==> config.mk <==
export PLATFORM = sky130hd
export DESIGN_NAME = mem_access_ctrl
export DESIGN_NICKNAME = d
export VERILOG_FILES = /design/src/rtl/mem_access_ctrl.sv
export SDC_FILE = /design/constraint.sdc
export NUM_CORES = 1
export LEC_CHECK = 0
export ABC_AREA = 0
export CORE_MARGIN = 8
export CORE_UTILIZATION = 44
export CTS_CLUSTER_DIAMETER = 60
export DETAILED_ROUTE_END_ITERATION = 12
export PLACE_DENSITY = 0.81
export SYNTH_ARGS = -nofsm -noshare
export SYNTH_HDL_FRONTEND = slang
export SYNTH_SLANG_ARGS = --single-unit
==> constraint.sdc <==
create_clock -name iClk -period 2.15 [get_ports iClk]
set_input_delay 0.645 -clock iClk [delete_from_list [all_inputs] [get_ports iClk]]
set_output_delay 0.645 -clock iClk [all_outputs]
set_load 0.01 [all_outputs]
==> src/rtl/mem_access_ctrl.sv <==
// rtl/mem_access_ctrl.sv - single-port memory arbiter for instruction fetch and load/store
module mem_access_ctrl #(
    parameter int AW = 32,
    parameter int DW = 32
) (
    input  logic          iClk,
    input  logic          iRst,
    input  logic          iFetchReq,
    input  logic [AW-1:0] iFetchAddr,
    input  logic          iDataRead,
    input  logic          iDataWrite,
    input  logic [AW-1:0] iDataAddr,
    input  logic [DW-1:0] iDataWdata,
    input  logic [2:0]    iDataOpType,
    input  logic [4:0]    iDataRdAddr,
    output logic          oMemReq,
    output logic          oMemWe,
    output logic [AW-1:0] oMemAddr,
    output logic [DW-1:0] oMemWdata,
    output logic [3:0]    oMemBe,
    input  logic [DW-1:0] iMemRdata,
    input  logic          iMemAck,
    output logic          oFetchValid,
    output logic [DW-1:0] oFetchData,
    output logic          oDataValid,
    output logic [DW-1:0] oDataRdata,
    output logic [4:0]    oDataRdAddr,
    output logic          oDataErr,
    output logic          oDataBusy
);

    typedef enum logic [1:0] {S_IDLE, S_FETCH_WAIT, S_DATA_WAIT} state_e;

    state_e        state_q, state_d;
    logic          last_data_q, last_data_d;
    logic          mem_req_q, mem_req_d;
    logic          mem_we_q, mem_we_d;
    logic [AW-1:0] mem_addr_q, mem_addr_d;
    logic [DW-1:0] mem_wdata_q, mem_wdata_d;
    logic [3:0]    mem_be_q, mem_be_d;
    logic          fetch_valid_q, fetch_valid_d;
    logic [DW-1:0] fetch_data_q, fetch_data_d;
    logic          data_valid_q, data_valid_d;
    logic [DW-1:0] data_rdata_q, data_rdata_d;
    logic [4:0]    data_rd_addr_q, data_rd_addr_d;
    logic          data_err_q, data_err_d;
    logic [1:0]    cap_lsb_q, cap_lsb_d;
    logic [2:0]    cap_op_q, cap_op_d;
    logic [4:0]    cap_rd_q, cap_rd_d;
    logic          cap_store_q, cap_store_d;

    // A requester is still holding its request during its own response cycle,
    // so it is masked there to avoid servicing the same request twice.
    logic data_req, fetch_req, grant_data, grant_fetch, is_store, data_bad, fetch_bad, ack_ok;
    logic [DW-1:0] st_wdata;
    logic [3:0]    st_be;

    assign data_req    = (iDataRead | iDataWrite) & ~(data_valid_q | data_err_q);
    assign fetch_req   = iFetchReq & ~fetch_valid_q;
    assign grant_data  = data_req & (~fetch_req | ~last_data_q);
    assign grant_fetch = fetch_req & ~grant_data;
    assign is_store    = iDataWrite;
    assign fetch_bad   = (iFetchAddr[1:0] != 2'b00);
    assign ack_ok      = iMemAck & ~mem_req_q;
    assign oDataBusy   = iRst & (iDataRead | iDataWrite) & ~(data_valid_q | data_err_q);

    // Illegal funct3 values or a half/word access that crosses its natural alignment.
    assign data_bad = (iDataOpType == 3'b011) || (iDataOpType == 3'b110) || (iDataOpType == 3'b111)
                   || (is_store && iDataOpType[2])
                   || ((iDataOpType[1:0] == 2'b01) && iDataAddr[0])
                   || ((iDataOpType[1:0] == 2'b10) && (iDataAddr[1:0] != 2'b00));

    // Store byte lanes and lane-replicated write data.
    always_comb begin
        st_wdata = iDataWdata;
        st_be    = 4'b1111;
        case (iDataOpType[1:0])
            2'b00: begin
                st_wdata = {4{iDataWdata[7:0]}};
                st_be    = 4'b0001 << iDataAddr[1:0];
            end
            2'b01: begin
                st_wdata = {2{iDataWdata[15:0]}};
                st_be    = 4'b0011 << iDataAddr[1:0];
            end
            default: ;
        endcase
    end

    function automatic logic [31:0] fmt_load(input logic [31:0] word, input logic [1:0] lsb,
                                             input logic [2:0] op);
        logic [31:0] sh;
        sh = word >> {lsb, 3'b000};
        case (op)
            3'b000:  fmt_load = {{24{sh[7]}}, sh[7:0]};
            3'b001:  fmt_load = {{16{sh[15]}}, sh[15:0]};
            3'b010:  fmt_load = word;
            3'b100:  fmt_load = {24'd0, sh[7:0]};
            3'b101:  fmt_load = {16'd0, sh[15:0]};
            default: fmt_load = 32'd0;
        endcase
    endfunction

    // Next-state: arbitration and command issue in IDLE, response capture in the wait states.
    always_comb begin
        state_d        = state_q;
        last_data_d    = last_data_q;
        mem_req_d      = 1'b0;
        mem_we_d       = mem_we_q;
        mem_addr_d     = mem_addr_q;
        mem_wdata_d    = mem_wdata_q;
        mem_be_d       = mem_be_q;
        fetch_valid_d  = 1'b0;
        fetch_data_d   = '0;
        data_valid_d   = 1'b0;
        data_rdata_d   = '0;
        data_rd_addr_d = '0;
        data_err_d     = 1'b0;
        cap_lsb_d      = cap_lsb_q;
        cap_op_d       = cap_op_q;
        cap_rd_d       = cap_rd_q;
        cap_store_d    = cap_store_q;
        case (state_q)
            S_IDLE: begin
                if (grant_data) begin
                    last_data_d = 1'b1;
                    if (data_bad) begin
                        data_err_d = 1'b1;
                    end else begin
                        state_d     = S_DATA_WAIT;
                        mem_req_d   = 1'b1;
                        mem_we_d    = is_store;
                        mem_addr_d  = {iDataAddr[AW-1:2], 2'b00};
                        mem_wdata_d = is_store ? st_wdata : '0;
                        mem_be_d    = is_store ? st_be : 4'b1111;
                        cap_lsb_d   = iDataAddr[1:0];
                        cap_op_d    = iDataOpType;
                        cap_rd_d    = iDataRdAddr;
                        cap_store_d = is_store;
                    end
                end else if (grant_fetch) begin
                    last_data_d = 1'b0;
                    if (fetch_bad) begin
                        fetch_valid_d = 1'b1;
                    end else begin
                        state_d     = S_FETCH_WAIT;
                        mem_req_d   = 1'b1;
                        mem_we_d    = 1'b0;
                        mem_addr_d  = {iFetchAddr[AW-1:2], 2'b00};
                        mem_wdata_d = '0;
                        mem_be_d    = 4'b1111;
                    end
                end
            end
            S_FETCH_WAIT: begin
                if (ack_ok) begin
                    state_d       = S_IDLE;
                    fetch_valid_d = 1'b1;
                    fetch_data_d  = iMemRdata;
                end
            end
            S_DATA_WAIT: begin
                if (ack_ok) begin
                    state_d      = S_IDLE;
                    data_valid_d = 1'b1;
                    if (!cap_store_q) begin
                        data_rdata_d   = fmt_load(iMemRdata, cap_lsb_q, cap_op_q);
                        data_rd_addr_d = cap_rd_q;
                    end
                end
            end
            default: state_d = S_IDLE;
        endcase
    end

    // State and output registers; reset abandons any transaction in flight.
    always_ff @(posedge iClk or negedge iRst) begin
        if (!iRst) begin
            state_q        <= S_IDLE;
            last_data_q    <= 1'b0;
            mem_req_q      <= 1'b0;
            mem_we_q       <= 1'b0;
            mem_addr_q     <= '0;
            mem_wdata_q    <= '0;
            mem_be_q       <= 4'b0000;
            fetch_valid_q  <= 1'b0;
            fetch_data_q   <= '0;
            data_valid_q   <= 1'b0;
            data_rdata_q   <= '0;
            data_rd_addr_q <= '0;
            data_err_q     <= 1'b0;
            cap_lsb_q      <= 2'b00;
            cap_op_q       <= 3'b000;
            cap_rd_q       <= 5'd0;
            cap_store_q    <= 1'b0;
        end else begin
            state_q        <= state_d;
            last_data_q    <= last_data_d;
            mem_req_q      <= mem_req_d;
            mem_we_q       <= mem_we_d;
            mem_addr_q     <= mem_addr_d;
            mem_wdata_q    <= mem_wdata_d;
            mem_be_q       <= mem_be_d;
            fetch_valid_q  <= fetch_valid_d;
            fetch_data_q   <= fetch_data_d;
            data_valid_q   <= data_valid_d;
            data_rdata_q   <= data_rdata_d;
            data_rd_addr_q <= data_rd_addr_d;
            data_err_q     <= data_err_d;
            cap_lsb_q      <= cap_lsb_d;
            cap_op_q       <= cap_op_d;
            cap_rd_q       <= cap_rd_d;
            cap_store_q    <= cap_store_d;
        end
    end

    assign oMemReq     = mem_req_q;
    assign oMemWe      = mem_we_q;
    assign oMemAddr    = mem_addr_q;
    assign oMemWdata   = mem_wdata_q;
    assign oMemBe      = mem_be_q;
    assign oFetchValid = fetch_valid_q;
    assign oFetchData  = fetch_data_q;
    assign oDataValid  = data_valid_q;
    assign oDataRdata  = data_rdata_q;
    assign oDataRdAddr = data_rd_addr_q;
    assign oDataErr    = data_err_q;

endmodule
==> metrics.txt <==
worst hold slack=0.307 ns; Synth cell types=46; #FFs+latches synth=roughly 150; crit path time final=2.12 ns; root buffer cell=clkbuf_16; Yosys Warn Count=0; # clock sinks=154; Worst-path clk slew=approximately 0.060 ns; Worst path most repeated cell=buf_4; Reg power frac=0.312; Max Root-Sink Buffers=2; post-synth top area cell=dfrtp_1; PortBufs=between 200 and 300; Critical Path Max Stage Delay=between 0.4 and 0.5 ns; WL/cell=20.8 um; Vias=6,012; Main synth FF type=dfrtp_1; final setup fails=0; Net Sw Frac=0.331; critical path required time=2.46 ns; Remaining Overflow, GRT=0; crit share post-route=0.986; most common cell in the netlist=dfrtp_1; r2r worst-path depth=9; P_int=about 9.0 mW; Clock Skew=0.0115 ns; clk_lat worst skew=approximately 0.43 ns; sequential element share of the synthesized area=0.545; Non-Filler Instances=about 1.2k; H-tree Lvls=4; Peak VDD IR=661 uV; Synth Area in Adders=0.00531; Simple-Gate Fraction of Synth Area=0.103; Power, Total=about 13 mW; mapped cell area=0.00708 mm2; RSZ-0062 raised after global routing=true; number of buffers and inverters on the critical path=4; asr flop ratio synth=1.00; Rel. slew slack=0.381; Vias per Instance=5.22; total of max-cap violations=0; global-route usage over all layers=0.231; post-detail-place hpwl=17.1 mm; layout cells sized above 1=0.229; total net switching power=4.43 mW; cts hold-fix bufs=0; Final Max Slew Viols=0; Initial Util=0.447; TritonCTS Buffers=17; number of nets still failing antenna checks after routing=0; RR Startpoint=state_q[1]; DP Cell Count=1,111; first-pass GRT wire length=between 30 and 40 mm; status=finished, final reports clean; Area contributors post-synth=dfrtp_1 (54%), mux2_2 (16%), mux2i_1 (3.8%), nand2_1 (3.1%), a21oi_1 (3.1%); nets=1,068; setup slack after layout=0.0307 ns; Yosys top cell area share=0.545; post-synthesis xor/xnor area fraction=0; Synth Area per Inst=~12 um2; via count of the first global-routing pass=between 6k and 7k; EDFF count, synth=0; Fill cells=roughly 1.1k; Setup crit end kind=flop; Max Freq=approximately 470 MHz; main combinational cell family by area after synthesis=multiplexers; starting DRC count in detailed routing=347; core area=0.0158 mm2; worst-path fanout max=6; CTS tree=yes; row count=46; Placement Setup Slack=-0.498 ns; worst-path cell chain=clkdlybuf4s50_1 > and3b_2 > nor4_4 > buf_4 > buf_4 > and2_1 > buf_6 > mux2_2; area delta synth->final=58.9%; CP max stage cell=clkdlybuf4s50_1; register area=0.00385 mm2; top post-synthesis cells by count=dfrtp_1 (154), mux2_2 (103), nand2_1 (59); Die W=approximately 140 um; Cell Pwr Density=1190 mW/mm2; Least-Margin Pin Slew=roughly 0.93 ns; die area=0.0204 mm2; WP data arrival=roughly 2.4 ns; die height=143 um; DRT Pass-1 Iters=5; startpoint types=primary input; final hold vios=0; RD Place Congestion=0.884; wirelength, routed=roughly 24 mm; Post-Synthesis Cells=603; Final Core Density=0.711; CP delay by family, top=buffers and inverters; end of the worst register-to-register path=cap_lsb_q[0]; critical path class=primary input to flop; multiplexer area fraction after synthesis=0.207; clock share of power=0.228; largest net degree at the start of global routing=155; drt drc=0; area occupied by multi-input gates=0.00301 mm2; Worst Hold Class=primary input to async pin; reg-to-reg setup timing slack=0.03 ns; diodes inserted=0; initial antenna violation count=0; Comb power frac=0.461; num ports=285; leakage dissipation=4.99 nW; Synth Area in Compound Gates=0.0964
per-layer routing:
layer	vias to the layer above	share of wire	global-route usage
li1	2777	-	-
met1	2962	0.37	0.261
met2	231	0.51	0.389
met3	42	0.091	0.0885
met4	0	0.029	0.0889
met5	-	0	0
cell type report:
class / instances / share of cell area
sequential: 154 / 0.343
timing repair buffer: 345 / 0.307
multi-input combinational: 389 / 0.268
tap: 216 / 0.0240
inverter: 16 / 0.00534
clock inverter: 13 / 0.0148
clock buffer: 18 / 0.0382
what timing repair did:
action / 4_1_cts / 5_1_grt
resized for setup: 7 / 20
pin swaps: 2 / 3
gates cloned: 0 / 4
buffers inserted: 0 / 5
endpoints found under the setup margin: 48 / 71
through the flow:
step	area (um2)	setup TNS, ns
CTS	11100	0
global route	11200	-1.34
finish	11200	0
global placement	10500	-36.80
floorplan	7080	0
detailed placement	10500	-37.09
power groups by stage:
stage                     sequential [mW]  clock [mW]  combinational [mW]
final                                4.17        3.05                6.17
after global routing                 4.28        3.21                6.58
after CTS                            4.17        3.09                5.90
after detailed placement             4.21           0                5.84
after global placement               4.18           0                5.77
after floorplan                      4.46           0                2.73
cell families after synthesis:
group                    count (synthesis)
AO/OA/AOI/OAI                          103
adder cells (fa/ha/maj)                  3
buffers and inverters                   62
flip-flops                             154
multiplexers                           132
other                                    1
AND/OR/NAND/NOR                        148
worst max path at each step:
stage / startpoint / endpoint / cells past startpoint
6_report: iFetchReq / cap_lsb_q[0] / 8
5_1_grt: state_q[1] / cap_lsb_q[0] / 9
4_1_cts: oDataErr / oDataBusy / 4
3_5_place_dp: iDataRead / oDataBusy / 5
3_3_place_gp: iDataRead / oDataBusy / 5
2_1_floorplan: iDataOpType[0] / oMemWdata[13] / 5
cells in the final DEF (no fill, tap or decap), types with 2 or more instances in the layout:
cell type          n
a211o_1            7
a21o_1             2
a21oi_1           44
a221o_1            2
a22oi_1            9
a32oi_1            7
and2_1             8
and3_1            34
buf_12             8
buf_4             48
buf_6              5
bufinv_16          3
clkbuf_16         19
clkdlybuf4s50_1  275
clkinv_2           3
clkinv_4           3
conb_1             2
dfrtp_1          154
dlygate4sd2_1      2
dlymetal6s2s_1     3
ha_1               2
inv_1             14
inv_6              4
mux2_2           103
mux2i_1           27
nand2_1           59
nor2_1            20
nor2_2             2
nor2b_1           11
nor2b_2            2
nor3_1             2
o211ai_1           3
o21ai_0           11
o2bb2ai_1          9
o31ai_1            2
registers in the layout (all words and copies together), names as in the netlist, 2 cells and up:
register and flops:
oFetchData 32, oMemBe 4, oDataRdata 32, cap_rd_q 5
cap_op_q 3, cap_lsb_q 2, state_q 2, oDataRdAddr 5
oMemAddr 30, oMemWdata 32
No activity file was read; power rests on OpenSTA's default activity.
